[src/rtl/nand_dqs_calib_ctrl.sv]
// DQS read-capture calibration sequencer for one NAND PHY channel.
// Sweeps the DQS IDELAY tap, pattern-checks each tap, then loads the window centre.
module nand_dqs_calib_ctrl #(
    parameter int                  DQ_WIDTH      = 8,
    parameter int                  NUM_TAPS      = 32,
    parameter int                  SETTLE_CYCLES = 16,
    parameter int                  BEATS         = 4,
    parameter logic [DQ_WIDTH-1:0] PAT_RISE      = 8'hA5,
    parameter logic [DQ_WIDTH-1:0] PAT_FALL      = 8'h5A,
    parameter int                  TIMEOUT       = 255,
    parameter int                  DEFAULT_TAP   = 16
) (
    input  logic                v_clk0,
    input  logic                v_rstn0,
    input  logic                cal_start,
    output logic                cal_busy,
    output logic                cal_done,
    output logic                cal_fail,
    output logic [4:0]          cal_tap,
    output logic [31:0]         pass_map,
    output logic [4:0]          v_dlyval_dqs,
    output logic                v_dlyld_dqs,
    input  logic [4:0]          v_dlyvalout_dqs,
    output logic                v_dq_iddr_rst,
    output logic                rd_req,
    input  logic                rd_ack,
    input  logic                rd_beat_valid,
    input  logic [DQ_WIDTH-1:0] v_rd_data_rise,
    input  logic [DQ_WIDTH-1:0] v_rd_data_fall
);

    localparam int SW = $clog2(SETTLE_CYCLES + 1);
    localparam int BW = $clog2(BEATS + 1);
    localparam int TW = $clog2(TIMEOUT + 1);

    localparam logic [SW-1:0] SETTLE_LAST = SW'(SETTLE_CYCLES - 1);
    localparam logic [BW-1:0] BEAT_LAST   = BW'(BEATS - 1);
    localparam logic [TW-1:0] TO_LAST     = TW'(TIMEOUT - 1);
    localparam logic [4:0]    LAST_TAP    = 5'(NUM_TAPS - 1);
    localparam logic [4:0]    DEF_TAP     = 5'(DEFAULT_TAP);

    typedef enum logic [2:0] {
        S_IDLE,
        S_LOAD,
        S_SETTLE,
        S_REQ,
        S_CHECK,
        S_NEXT,
        S_FINAL,
        S_DONE
    } state_t;

    state_t r_state;
    state_t w_state_nxt;

    logic [4:0]    r_tap;
    logic          r_tap_ok;
    logic [SW-1:0] r_settle_cnt;
    logic [BW-1:0] r_beat_cnt;
    logic [TW-1:0] r_to_cnt;
    logic [31:0]   r_pass_map;
    logic [4:0]    r_cur_start;
    logic [5:0]    r_cur_len;
    logic [4:0]    r_best_start;
    logic [5:0]    r_best_len;
    logic [4:0]    r_cal_tap;
    logic          r_cal_fail;
    logic          r_cal_done;
    logic          r_cal_busy;
    logic [4:0]    r_dlyval;

    logic          w_settle_last;
    logic          w_to_hit;
    logic          w_beat_ok;
    logic          w_beat_last;
    logic          w_last_tap;
    logic          w_rb_bad;
    logic [5:0]    w_cur_len_nxt;
    logic [4:0]    w_cur_start_nxt;
    logic [4:0]    w_half;
    logic [4:0]    w_final_tap;
    logic [4:0]    w_dlyval;
    logic          w_dlyld;
    logic          w_iddr_rst;
    logic          w_rd_req;

    assign w_settle_last = (r_settle_cnt == SETTLE_LAST);
    assign w_to_hit      = (r_to_cnt == TO_LAST);
    assign w_beat_ok     = (v_rd_data_rise == PAT_RISE) &&
                           (v_rd_data_fall == PAT_FALL);
    assign w_beat_last   = rd_beat_valid && (r_beat_cnt == BEAT_LAST);
    assign w_last_tap    = (r_tap == LAST_TAP);
    assign w_rb_bad      = (v_dlyvalout_dqs != r_tap);

    assign w_cur_len_nxt   = r_tap_ok ? (r_cur_len + 6'd1) : 6'd0;
    assign w_cur_start_nxt = (r_tap_ok && (r_cur_len == 6'd0)) ?
                             r_tap : r_cur_start;

    // Floor of the window centre; an empty window falls back to the default.
    assign w_half      = 5'((r_best_len - 6'd1) >> 1);
    assign w_final_tap = (r_best_len == 6'd0) ? DEF_TAP :
                         (r_best_start + w_half);

    // State register
    always_ff @(posedge v_clk0 or negedge v_rstn0) begin
        if (!v_rstn0) begin
            r_state <= S_IDLE;
        end else begin
            r_state <= w_state_nxt;
        end
    end

    // Next-state logic
    always_comb begin
        w_state_nxt = r_state;
        unique case (r_state)
            S_IDLE: begin
                if (cal_start) w_state_nxt = S_LOAD;
            end
            S_LOAD: begin
                w_state_nxt = S_SETTLE;
            end
            S_SETTLE: begin
                if (w_settle_last) w_state_nxt = S_REQ;
            end
            S_REQ: begin
                if (rd_ack)
                    w_state_nxt = S_CHECK;
                else if (w_to_hit)
                    w_state_nxt = S_NEXT;
            end
            S_CHECK: begin
                if (w_beat_last)
                    w_state_nxt = S_NEXT;
                else if (!rd_beat_valid && w_to_hit)
                    w_state_nxt = S_NEXT;
            end
            S_NEXT: begin
                w_state_nxt = w_last_tap ? S_FINAL : S_LOAD;
            end
            S_FINAL: begin
                w_state_nxt = S_DONE;
            end
            S_DONE: begin
                w_state_nxt = S_IDLE;
            end
            default: begin
                w_state_nxt = S_IDLE;
            end
        endcase
    end

    // Output logic; the delay port is driven only in LOAD and FINAL
    always_comb begin
        w_dlyval   = r_dlyval;
        w_dlyld    = 1'b0;
        w_iddr_rst = 1'b0;
        w_rd_req   = 1'b0;
        unique case (r_state)
            S_LOAD: begin
                w_dlyval   = r_tap;
                w_dlyld    = 1'b1;
                w_iddr_rst = 1'b1;
            end
            S_FINAL: begin
                w_dlyval = w_final_tap;
                w_dlyld  = 1'b1;
            end
            S_REQ: begin
                w_rd_req = 1'b1;
            end
            default: begin
            end
        endcase
    end

    // Datapath: tap, counters, pass map, window tracking, result
    always_ff @(posedge v_clk0 or negedge v_rstn0) begin
        if (!v_rstn0) begin
            r_tap        <= 5'd0;
            r_tap_ok     <= 1'b0;
            r_settle_cnt <= '0;
            r_beat_cnt   <= '0;
            r_to_cnt     <= '0;
            r_pass_map   <= 32'd0;
            r_cur_start  <= 5'd0;
            r_cur_len    <= 6'd0;
            r_best_start <= 5'd0;
            r_best_len   <= 6'd0;
            r_cal_tap    <= DEF_TAP;
            r_cal_fail   <= 1'b0;
            r_cal_done   <= 1'b0;
            r_cal_busy   <= 1'b0;
            r_dlyval     <= DEF_TAP;
        end else begin
            r_dlyval <= w_dlyval;
            unique case (r_state)
                S_IDLE: begin
                    if (cal_start) begin
                        r_tap        <= 5'd0;
                        r_cal_busy   <= 1'b1;
                        r_cal_done   <= 1'b0;
                        r_cal_fail   <= 1'b0;
                        r_pass_map   <= 32'd0;
                        r_cur_start  <= 5'd0;
                        r_cur_len    <= 6'd0;
                        r_best_start <= 5'd0;
                        r_best_len   <= 6'd0;
                    end
                end
                S_LOAD: begin
                    r_tap_ok     <= 1'b1;
                    r_settle_cnt <= '0;
                end
                S_SETTLE: begin
                    r_settle_cnt <= r_settle_cnt + SW'(1);
                    if (w_settle_last) begin
                        if (w_rb_bad) r_tap_ok <= 1'b0;
                        r_to_cnt   <= '0;
                        r_beat_cnt <= '0;
                    end
                end
                S_REQ: begin
                    // Hold the count on ack so CHECK never starts past the limit
                    if (!rd_ack) begin
                        if (w_to_hit)
                            r_tap_ok <= 1'b0;
                        else
                            r_to_cnt <= r_to_cnt + TW'(1);
                    end
                end
                S_CHECK: begin
                    if (rd_beat_valid) begin
                        r_to_cnt   <= '0;
                        r_beat_cnt <= r_beat_cnt + BW'(1);
                        if (!w_beat_ok) r_tap_ok <= 1'b0;
                    end else if (w_to_hit) begin
                        r_tap_ok <= 1'b0;
                    end else begin
                        r_to_cnt <= r_to_cnt + TW'(1);
                    end
                end
                S_NEXT: begin
                    r_pass_map[r_tap] <= r_tap_ok;
                    r_cur_start       <= w_cur_start_nxt;
                    r_cur_len         <= w_cur_len_nxt;
                    // Strictly greater keeps the earliest of equal windows
                    if (w_cur_len_nxt > r_best_len) begin
                        r_best_start <= w_cur_start_nxt;
                        r_best_len   <= w_cur_len_nxt;
                    end
                    if (!w_last_tap) r_tap <= r_tap + 5'd1;
                end
                S_FINAL: begin
                    r_cal_tap  <= w_final_tap;
                    r_cal_fail <= (r_best_len == 6'd0);
                end
                S_DONE: begin
                    r_cal_busy <= 1'b0;
                    r_cal_done <= 1'b1;
                end
                default: begin
                end
            endcase
        end
    end

    assign cal_busy      = r_cal_busy;
    assign cal_done      = r_cal_done;
    assign cal_fail      = r_cal_fail;
    assign cal_tap       = r_cal_tap;
    assign pass_map      = r_pass_map;
    assign v_dlyval_dqs  = w_dlyval;
    assign v_dlyld_dqs   = w_dlyld;
    assign v_dq_iddr_rst = w_iddr_rst;
    assign rd_req        = w_rd_req;

endmodule

[config.mk]
export PLATFORM = sky130hd
export DESIGN_NAME = nand_dqs_calib_ctrl
export DESIGN_NICKNAME = d
export VERILOG_FILES = /design/src/rtl/nand_dqs_calib_ctrl.sv
export SDC_FILE = /design/constraint.sdc
export NUM_CORES = 1
export LEC_CHECK = 0
export ABC_AREA = 1
export CAP_MARGIN = 10
export CORE_MARGIN = 3
export CORE_UTILIZATION = 50
export DETAILED_ROUTE_END_ITERATION = 12
export PLACE_DENSITY = 0.77
export SYNTH_ARGS = -nofsm -noshare
export SYNTH_HDL_FRONTEND = slang
export SYNTH_SLANG_ARGS = --single-unit
[constraint.sdc]
create_clock -name v_clk0 -period 2.4 [get_ports v_clk0]
set_input_delay 0.48 -clock v_clk0 [delete_from_list [all_inputs] [get_ports v_clk0]]
set_output_delay 0.48 -clock v_clk0 [all_outputs]
set_load 0.02 [all_outputs]
==> results of run 1 <==
kinds of logic after synthesis:
kind of cell	after synthesis	synth area share, %
AND/OR/NAND/NOR	361	29.4
buffers and inverters	126	9.54
flip-flops	92	43.9
AO/OA/AOI/OAI	84	9.21
adder cells (fa/ha/maj)	25	6.11
XOR/XNOR	11	1.84
state kept, by name, indices dropped and copies added, names as in the netlist, 3 cells and up:
signal and cells:
r_best_len 6, r_tap 5, r_cur_start 5, r_to_cnt 8, r_cur_len 6, cal_tap 5
r_best_start 5, pass_map 32, r_settle_cnt 5, r_beat_cnt 3, r_dlyval 5, r_state 3
power groups by stage:
stage / combinational [mW] / clock, mW / sequential (mW)
6_report: 3.15 / 1.01 / 2.05
5_1_grt: 3.46 / 1.08 / 2.09
4_1_cts: 2.93 / 1.02 / 2.04
3_5_place_dp: 2.67 / 0 / 2.06
3_3_place_gp: 2.58 / 0 / 2.05
2_1_floorplan: 1.64 / 0 / 2.12
layout make-up:
cell class,instances,area (sq um),area share [%]
tap,133,166,2.42
multi-input combinational,481,2620,38.0
clock inverter,5,45.0,0.654
timing repair buffer,132,1200,17.4
clock buffer,11,141,2.05
sequential,92,2310,33.5
inverter,109,409,5.94
cell usage in the layout (no fill, tap or decap), drive strengths merged, types with 2 or more instances in the layout:
cell type | netlist | final
nand2 | 206 | 206
xnor2 | 3 | 3
ha | 24 | 24
dfstp | 2 | 2
inv | 109 | 111
or2 | 2 | 2
a22o | 2 | 2
a21oi | 4 | 4
a31oi | 15 | 15
o211ai | 3 | 3
nor3 | 7 | 7
dfrtp | 90 | 90
nor2 | 78 | 78
o21ai | 42 | 42
xor2 | 8 | 8
o22ai | 15 | 15
clkbuf | 6 | 11
clkinv | 0 | 2
clkdlybuf4s50 | 0 | 66
nand3 | 63 | 63
nand4 | 3 | 3
buf | 11 | 65
timing repair:
item,CTS,global route
pin swaps,17,16
setup endpoints to repair,6,18
buffers inserted,11,6
resized for setup,53,25
hold buffers,0,0
cloned,0,1
routing by layer:
layer	global-route usage, %	up-vias	share of wire (%)
li1	-	2470	-
met1	31.1	2505	42
met2	43.4	211	49
met3	3.70	47	5.8
met4	10.8	0	3.2
met5	0	-	0
path summary, 6_finish.rpt:
| path | startpoint | endpoint | slack (ns) | cells after the start |
|---|---|---|---|---|
| setup / recovery | r_best_len[0]$_DFFE_PN0P_ | v_dlyval_dqs[4] | -0.46 | 13 |
| hold / removal | v_rstn0 | r_dlyval[3]$_DFF_PN0_ | 0.08 | 1 |
| setup reg to reg | r_best_len[0]$_DFFE_PN0P_ | r_dlyval[4]$_DFF_PN1_ | -0.41 | 20 |
| hold reg to reg | cal_tap[3]$_DFFE_PN0P_ | cal_tap[3]$_DFFE_PN0P_ | 0.50 | 2 |
| max in group asynchronous | v_rstn0 | cal_tap[4]$_DFFE_PN1P_ | 1.66 | 2 |
| min in group v_clk0 | cal_tap[3]$_DFFE_PN0P_ | cal_tap[3]$_DFFE_PN0P_ | 0.50 | 2 |
critical path: stages, from the launching register on:
cell     delay [ns]
dfrtp_1        0.40
inv_2          0.09
ha_4           0.16
nand3_4        0.07
xor2_1         0.15
ha_1           0.34
nand2_2        0.11
nand2_2        0.08
nor2_2         0.11
nand2_1        0.08
nand3_1        0.11
nand3_2        0.10
nand3_2        0.09
buf_6          0.12
==> results by group, run 1 <==
Routing
  • Via density: 5.43
  • Wire per inst: 14.8 um
  • Total number of vias: 5233
  • DRC Markers: 0
  • 1st-pass router iterations: 5
  • WL final: 14.3 mm
  • Final ANT Viol Nets: 0
  • Iteration-0 DRC count of the detailed router: 403

Critical path
  • CP endpoint kind: output port
  • WS Path Type: reg2out
  • Worst-path maximum fanout: 3
  • WP data arrival: 2.38 ns
  • Worst endpoint required time: roughly 1.9 ns
  • Startpoint Class: flip-flop

Placement
  • Post-DP HPWL: a little over 10 mm
  • Placed inst area: 6370 sq um
  • Place WS: -0.614 ns
  • Dpl cells: 929
  • IO Port Bufs: 73
  • Placer Congestion: 0.899

Synthesis
  • Syn Area/Cell: 7.51 sq um
  • Most numerous cell in the Yosys netlist: nand2_1
  • Synth top area cells: dfrtp_1, nand2_1, inv_1
  • Most used DFF post-synth: dfrtp_1
  • Count of cell types in the netlist: 35
  • Synth Warn #: 0
  • Async SR Flop Fraction: between 90% and 100%
  • Top-area cell type share of the netlist area: 42.9%
  • EDFF count, synth: 0
  • Yosys top cell by area: dfrtp_1
  • Post-synthesis sequential area ratio: 43.9%
  • Cells after Synth: 699
  • Synth Cell Area: 5250 sq um
  • Synth cell count leaders: nand2_1, inv_1, dfrtp_1
  • Register bit count reported by yosys: 92
  • Syn nets: 750

STA
  • Final setup margin: -0.459 ns
  • Fmax: 350 MHz
  • Worst Tran Pin Value: 0.536 ns
  • Final setup TNS: -1.94 ns
  • Max-slew headroom: 64.0%
  • Final hold violations: 0
  • Tcrit/Tclk final: 119%
  • Final min period: 2.86 ns
  • Setup violators final: 6
  • RSZ-0062 raised after global routing: true
  • Fin. max-slew vios: 0
  • Fin Hold WS: about 0.079 ns
  • Clock skew: 0.0119 ns

Power
  • Sw Ratio: a little over two fifths
  • Clock group share of total power: 16.3%
  • Leak: 3.57 nW
  • Cell Int Power: roughly 3.5 mW
  • Combinational power share: roughly 51%
  • Switching power: 2.68 mW
  • Power Total: 6.21 mW
  • Power density over the cells: approximately 900 nW/um^2
  • Peak VDD IR: 425 uV
  • Sequential power share: 33.0%

Outcome
  • Status: complete, but fails checks
  • Failing checks: negative setup slack

Flow run
  • Max Cap Violations: 0

Finish
  • Layout cell share with drive strength beyond 1: 17.5%
  • Area grow syn2layout: 31.3%
  • Final Cell Area: between 6000 and 7000 sq um
  • Ant diodes: 0
  • Fill count: between 800 and 900
  • Final Util: 68.9%
  • Layout net count: 876
  • Post-Layout Cell Count: around 960

Clock network
  • Clk slew on worst S/H paths: 0.10 ns
  • CTS buffer count: 9
  • Clock Sinks: 92
  • CTS HTree Levels: 3
  • Skew-Pair Late Insertion Delay: 0.36 ns
  • Clk buf depth: 2
  • CTS tree: done
  • Clock root buffer: clkbuf_8

Floorplan
  • Core area: around 10000 sq um
  • Die W: 108 um
  • IO Count: 74
  • Chip Height: 108 um
  • Initial Utilization: 52.5%
  • Num rows: 36
  • Die area: 11800 sq um

Worst hold path
  • Hold Crit Class: in2async

GRT
  • Gr ovfl total: 0
  • Vias in the first global route: about 5.2k
  • Initial antenna violation count: 0
  • Largest net degree at the start of global routing: 38
  • First-pass GRT wire length: 23.5 mm
  • Overall routing resource usage: around a quarter
Power figures use the tool's default switching activity.
==> run 2: changes to the inputs <==
--- a/config.mk
+++ b/config.mk
@@ -9,8 +9,11 @@
 export CAP_MARGIN = 10
 export CORE_MARGIN = 3
 export CORE_UTILIZATION = 50
+export CTS_CLUSTER_DIAMETER = 200
+export CTS_CLUSTER_SIZE = 10
 export DETAILED_ROUTE_END_ITERATION = 12
 export PLACE_DENSITY = 0.77
+export SLEW_MARGIN = 10
 export SYNTH_ARGS = -nofsm -noshare
 export SYNTH_HDL_FRONTEND = slang
 export SYNTH_SLANG_ARGS = --single-unit
==> results of run 2 <==
Same layout as run 1: the final DEF is identical, and so are final timing and power.
==> run 3: changes to the inputs <==
--- a/config.mk
+++ b/config.mk
@@ -7,12 +7,15 @@
 export LEC_CHECK = 0
 export ABC_AREA = 1
 export CAP_MARGIN = 10
+export CORE_ASPECT_RATIO = 0.8
 export CORE_MARGIN = 3
-export CORE_UTILIZATION = 50
+export CORE_UTILIZATION = 58
 export CTS_CLUSTER_DIAMETER = 200
 export CTS_CLUSTER_SIZE = 10
 export DETAILED_ROUTE_END_ITERATION = 12
-export PLACE_DENSITY = 0.77
+export DONT_BUFFER_PORTS = 1
+export GPL_TIMING_DRIVEN = 0
+export PLACE_DENSITY = 0.76
 export SLEW_MARGIN = 10
 export SYNTH_ARGS = -nofsm -noshare
 export SYNTH_HDL_FRONTEND = slang
==> run 3 against run 2 <==
Against the previous run: the flow finishes with violations (negative hold slack, negative setup slack); setup slack better by 0.079 ns; global-route usage is 1.0 points higher; clock-buffer cell count is 4 higher; wire length is 9.8% lower; critical path type unchanged; highest routed layer unchanged.
==> results by group, run 3 (synthesis gave the netlist of run 1 again) <==
Outcome
  • Status: complete, but fails checks
  • Failing checks: negative hold slack, negative setup slack

Routing
  • Iteration-0 DRC count of the detailed router: 462 (+15%)
  • Final ANT Viol Nets: 0 (unchanged)
  • DRC Markers: 0 (unchanged)
  • Wire per inst: 15.3 um (+3.3%)
  • 1st-pass router iterations: 5 (unchanged)
  • Via density: 5.51 (+1.4%)
  • WL final: 12.9 mm (-9.8%)
  • Total number of vias: 4634 (-11%)

Critical path
  • Startpoint Class: flip-flop
  • WP data arrival: 2.30 ns (-0.08 ns)
  • WS Path Type: reg2out
  • Reg-to-reg slack, setup: 0.15 ns (+0.56 ns)
  • CP endpoint kind: output port
  • Worst-path maximum fanout: 3 (unchanged)
  • Reg2reg path depth: 16 (-20%)
  • FF-to-FF End: r_best_start[0]$_DFFE_PN0P_
  • Worst endpoint required time: 1.92 ns (about the same)
  • R2r startpoint: r_cur_len[0]$_DFFE_PN0P_

Clock network
  • Clk buf depth: 2 (unchanged)
  • Clock Sinks: 92 (unchanged)
  • CTS tree: done
  • Clk slew on worst S/H paths: 0.06 ns (-0.04 ns)
  • Skew-Pair Late Insertion Delay: 0.35 ns (about the same)
  • CTS HTree Levels: 3 (unchanged)
  • CTS buffer count: 9 (unchanged)
  • Clock root buffer: clkbuf_16

GRT
  • First-pass GRT wire length: 21.6 mm (-8.3%)
  • Met3 usage: 8.86% (+5.2 points)
  • Gr ovfl total: 0 (unchanged)
  • GRT met2 Usage: 39.8% (-3.5 points)
  • Met1 usage: 35.7% (+4.7 points)
  • GR peak layer: met2
  • Vias in the first global route: 4459 (-14%)
  • Initial antenna violation count: 0 (unchanged)
  • Largest net degree at the start of global routing: 93 (+140%)
  • Overall routing resource usage: 26.1% (+1.0 points)

Finish
  • Reg area: 2310 sq um (about the same)
  • Area of the multi-input gates: 2560 sq um (-2.2%)
  • Most frequent cells in the layout: nand2_1, inv_1, dfrtp_1
  • Leading cell type in the layout, fill and taps excluded: nand2_1
  • Max FFs per register: 32 (unchanged)
  • Layout net count: 775 (-12%)
  • Ant diodes: 0 (unchanged)
  • Layout cell share with drive strength beyond 1: 12.9% (-4.6 points)
  • Area grow syn2layout: 13.0%
  • Fill count: 691 (-15%)
  • Post-Layout Cell Count: 841 (-13%)

Power
  • Peak VDD IR: 651 uV (+53%)
  • Leak: 3.16 nW (-11%)
  • Power density over the cells: 1000 nW/um^2 (+11%)

Placement
  • Dpl cells: 811 (-13%)
  • IO Port Bufs: 0 (-100%)
  • Placer Congestion: 0.869 (-3.4%)
  • Place WS: -0.255 ns (+0.359 ns)
  • Post-DP HPWL: 9.09 mm (-10%)

Floorplan
  • Core area: 8630 sq um (-14%)
  • Initial Utilization: 60.8% (+8.3 points)
  • Num rows: 30 (-17%)
  • Chip Height: 91.1 um (-16%)
  • Die area: 10200 sq um (-13%)
  • Die W: 112 um (+3.6%)
  • IO Count: 74 (unchanged)

Flow run
  • Max Cap Violations: 0 (unchanged)

STA
  • Setup violators final: 4 (-2)
  • Clock skew: 0.00569 ns (-0.00617 ns)
  • Tcrit/Tclk final: 116% (-3.3 points)
  • RSZ-0062 raised after global routing: true
  • Fin. max-slew vios: 0 (unchanged)
  • Worst Tran Pin Value: 0.680 ns (+0.145 ns)
  • Final min period: 2.78 ns (-0.0785 ns)
  • Max-slew headroom: 54.3% (-9.7 points)
  • Final setup margin: -0.380 ns (+0.0785 ns)
  • Final hold violations: 90 (+90)
  • Fmax: 360 MHz (+2.8%)
  • Fin Hold WS: -0.173 ns (-0.252 ns)

Worst hold path
  • Hold Crit Class: in2async
-- run 3: cell types whose count changed in the layout (fill, tap and decap cells not counted), sizes merged --
cell,previous run,this run
inv,111,108
clkdlybuf4s50,66,0
clkinv,2,0
clkbuf,11,19
bufinv,0,1
buf,65,27
dlymetal6s2s,1,0
-- run 3: worst max-delay path, cell delays in order, from the launching register on --
cell and delay (ns):
dfrtp_1 0.42, inv_2 0.10, ha_4 0.21, inv_4 0.06, ha_4 0.13, inv_2 0.03
fa_2 0.36, nor2_4 0.14, nor2_1 0.05, nand2_1 0.07, nand2_1 0.05, nand2_1 0.08
nand3_2 0.11, nand3_4 0.12
-- run 3: area by class of cell --
class	instances	share of cell area (%)
clock buffers	15	4.51
flip-flops and latches	92	38.9
plain buffers	16	1.60
multi-input cells	481	43.2
well taps	112	2.36
inverters	109	7.00
repair buffers	15	1.96
clock inverters	1	0.506
-- run 3: metal layers --
layer | up-vias | part of all wire [%]
li1 | 2268 | -
met1 | 2189 | 44
met2 | 160 | 45
met3 | 17 | 9.2
met4 | 0 | 1.2
met5 | - | 0
-- run 3: how the worst max path moves through the flow --
| stage | end | cells after the start | slack [ns] | startpoint |
|---|---|---|---|---|
| 4_1_cts | v_dlyval_dqs[4] | 13 | -0.33 | r_best_len[1]$_DFFE_PN0P_ |
| 3_3_place_gp | r_best_len[2]$_DFFE_PN0P_ | 13 | -0.17 | r_tap_ok$_DFFE_PN0P_ |
| 2_1_floorplan | v_dlyval_dqs[4] | 13 | 0.04 | r_best_len[0]$_DFFE_PN0P_ |
| 5_1_grt | v_dlyval_dqs[4] | 13 | -0.48 | r_best_len[1]$_DFFE_PN0P_ |
| 6_report | v_dlyval_dqs[4] | 13 | -0.38 | r_best_len[1]$_DFFE_PN0P_ |
| 3_5_place_dp | r_best_len[2]$_DFFE_PN0P_ | 13 | -0.26 | r_tap_ok$_DFFE_PN0P_ |
-- run 3: per-stage QoR --
stage	util, %	cell area, sq um	total power, mW	hold WS (ns)	setup TNS [ns]
6_report	68.7	5930	5.96	-0.173	-1.26
2_1_floorplan	-	5250	3.76	0.184	0
5_1_grt	68.7	5930	6.35	-0.185	-1.72
3_3_place_gp	62.4	5390	4.15	0.187	-1.47
4_1_cts	67.8	5850	5.83	-0.172	-1.06
3_5_place_dp	62.4	5390	4.25	0.187	-2.58
-- run 3: timing repair --
| item | CTS | global route |
|---|---|---|
| hold endpoints to repair | 92 | 91 |
| endpoints found under the setup margin | 15 | 16 |
| pin swaps | 13 | 12 |
| buffers inserted | 11 | 4 |
| gates resized for setup | 25 | 18 |
-- run 3: power breakdown --
part	total [mW]	leakage, nW	internal (mW)	switching, mW
sequential	2.17	1.25	1.84	0.327
combinational	2.35	1.77	0.785	1.56
clock	1.45	0.144	0.867	0.581
total	5.96	3.16	3.49	2.47
==> edit (config.mk and constraints of run 1) <==
Re-encode `state_t` (8 states) as one-hot, 8 bits wide.
--- a/src/rtl/nand_dqs_calib_ctrl.sv
+++ b/src/rtl/nand_dqs_calib_ctrl.sv
@@ -39,15 +39,15 @@
     localparam logic [4:0]    LAST_TAP    = 5'(NUM_TAPS - 1);
     localparam logic [4:0]    DEF_TAP     = 5'(DEFAULT_TAP);
 
-    typedef enum logic [2:0] {
-        S_IDLE,
-        S_LOAD,
-        S_SETTLE,
-        S_REQ,
-        S_CHECK,
-        S_NEXT,
-        S_FINAL,
-        S_DONE
+    typedef enum logic [7:0] {
+        S_IDLE   = 8'b00000001,
+        S_LOAD   = 8'b00000010,
+        S_SETTLE = 8'b00000100,
+        S_REQ    = 8'b00001000,
+        S_CHECK  = 8'b00010000,
+        S_NEXT   = 8'b00100000,
+        S_FINAL  = 8'b01000000,
+        S_DONE   = 8'b10000000
     } state_t;
 
     state_t r_state;
Function: same outputs for any inputs over 10 cycles, from zero or initial values and one cycle with v_rstn0 low; not proved beyond that.
==> edit against run 1 <==
- the flow still finishes with violations (setup timing)
- routed wire length rose by 6.0%
- combinational power shrank 47%
- setup slack worse by 91 ps
- cell area up 5.2%
- die area grew 3.7%
- non-clock buffer count grew 22
- synthesized area is 3.9% higher
- critical path depth decreased by 1
- cell count rose by 4.9%
- sequential cell count rose by 5
- clock power barely moved
- total power shrank 26%
- critical path type unchanged
- largest cell class unchanged
- highest routed layer unchanged
==> edit: results (changes against run 1) <==
run status finished, violations left (unchanged); failing checks setup timing (unchanged); Lkg Pwr 3.628 nW (was 3.571 nW); fin nets 921 (was 876); Post-synth top cells nand2_1 (207), dfrtp_1 (94), inv_1 (94), nor2_1 (83), o21ai_0 (55) (was nand2_1 (202), inv_1 (100), dfrtp_1 (90), nor2_1 (65), nand3_1 (63)); DRT iter0 DRCs 352 (was 403); post-synthesis sequential area ratio 0.4459 (was 0.4393); cell area after synthesis 5451 um2 (was 5246 um2); first-pass GRT wire length 24,150 um (was 23,540 um); routed vias 5,342 (was 5,233); Crit Reg-Reg Endpoint r_dlyval[4]$_DFF_PN1_ (unchanged); R2R depth 18 (was 20); number of flip-flops in the largest register 32 (unchanged); non-filler cells, final 1,010 (was 963); share of layout cells above drive strength 1 0.1865 (was 0.1747); dpl cells 960 (was 929); post-DP HPWL 10,380 um (was 10,130 um); Worst-Skew Late Latency 380 ps (was 360 ps); final worst slack -550.0 ps (was -458.8 ps); setup TNS -2540 ps (was -1936 ps); Synth cell types 38 (was 35); RePlAce Congestion 0.8983 (was 0.8991); RR Startpoint r_best_len[1]$_DFFE_PN0P_ (was r_best_len[0]$_DFFE_PN0P_); largest cells by area after synthesis dfrtp_1 (43%), nand2_1 (14%), inv_1 (6.5%) (was dfrtp_1 (43%), nand2_1 (14%), inv_1 (7.2%)); Initial DRT Pass Iterations 6 (was 5); Setup Viol. Count Final 7 (was 6); Mapped Cells 720 (was 699); Worst VDD drop 0.0003531 V (was 0.0004254 V); M3 GR Usage 0.04164 (was 0.03701); largest net degree at the start of global routing 42 (was 38); relative slew slack 0.6669 (was 0.6400); Filler cells 822 (was 814); met2 usage in global routing 0.4195 (was 0.4338); clk_skew 18.92 ps (was 11.86 ps); GRT met1 Usage 0.2927 (was 0.3108); Net Count, Synth 772 (was 750); vias in the first global route 5,206 (was 5,202); GRT Util Overall 0.2376 (was 0.2506); final WL 15,140 um (was 14,280 um); Crit path arrival time 2470 ps (was 2380 ps); worst hold slack 49.28 ps (was 79.05 ps)
## edit: cell types whose count changed after synthesis, moves of 6 or more
| cell | before | now |
|---|---|---|
| a31oi_1 | 15 | 0 |
| inv_1 | 100 | 94 |
| nand3_1 | 63 | 52 |
| nor2_1 | 65 | 83 |
| nor2_2 | 9 | 2 |
| o21ai_0 | 21 | 55 |
| o22ai_1 | 15 | 6 |
## edit: worst max path at each step
stage | start | to | slack [ps] | cells after the start
5_1_grt | r_best_len[1]$_DFFE_PN0P_ | v_dlyval_dqs[4] | -660 | 12
3_5_place_dp | r_best_len[0]$_DFFE_PN0P_ | v_dlyval_dqs[4] | -570 | 12
4_1_cts | r_best_len[0]$_DFFE_PN0P_ | v_dlyval_dqs[4] | -380 | 12
6_report | r_best_len[1]$_DFFE_PN0P_ | v_dlyval_dqs[4] | -550 | 12
3_3_place_gp | r_best_len[0]$_DFFE_PN0P_ | v_dlyval_dqs[4] | -530 | 12
2_1_floorplan | r_best_len[0]$_DFFE_PN0P_ | v_dlyval_dqs[4] | 3 | 11
## edit: worst max-delay path, stage by stage (launching register included)
cell and delay [ps]:
dfrtp_1 410, inv_2 90, ha_4 170, nand2_2 60, xor2_1 150, ha_1 330, a21oi_2 190, o21a_1 210
nand3b_1 120, nand2_1 70, nand2_2 70, nand3_2 80, buf_6 140
## edit: cell families after synthesis
family	Yosys count	synth area share
adders and majority gates	26	0.06105
buffers and inverters	117	0.08951
AOI/OAI and AO/OA	106	0.1063
xor gates and xnor gates	9	0.01446
and+or+nand+nor	365	0.2828
DFF	97	0.4460
## edit: area by class of cell
cell class | instances | area share
clock buffer | 14 | 0.02246
clock inverter | 2 | 0.001900
inverter | 101 | 0.05252
multi-input combinational | 506 | 0.3734
sequential | 97 | 0.3357
tap | 136 | 0.02350
timing repair buffer | 154 | 0.1906
## edit: timing repair
item                                    CTS  global route
gates resized for setup                  57            28
gates cloned                              0             1
buffers inserted                         24            14
endpoints found under the setup margin    8            19
pin swaps                                14            17
## edit: where the power goes
group | switching (mW) | internal (mW)
clock | 0.569 | 0.436
sequential | 0.112 | 1.77
combinational | 0.982 | 0.698
total | 1.66 | 2.91
## edit: stage by stage
stage	utilization	setup WS, ps	instance area, um2
floorplan	-	3.309	5456
global placement	0.6320	-533.7	6613
detailed placement	0.6320	-566.0	6613
CTS	0.6745	-376.4	7057
global route	0.6922	-661.8	7242
finish	0.6922	-550.0	7242
## edit: layer usage
layer	wire, um	part of all wire
met5	0	0
met4	461	0.030
met3	806	0.053
met2	7666	0.51
met1	6205	0.41
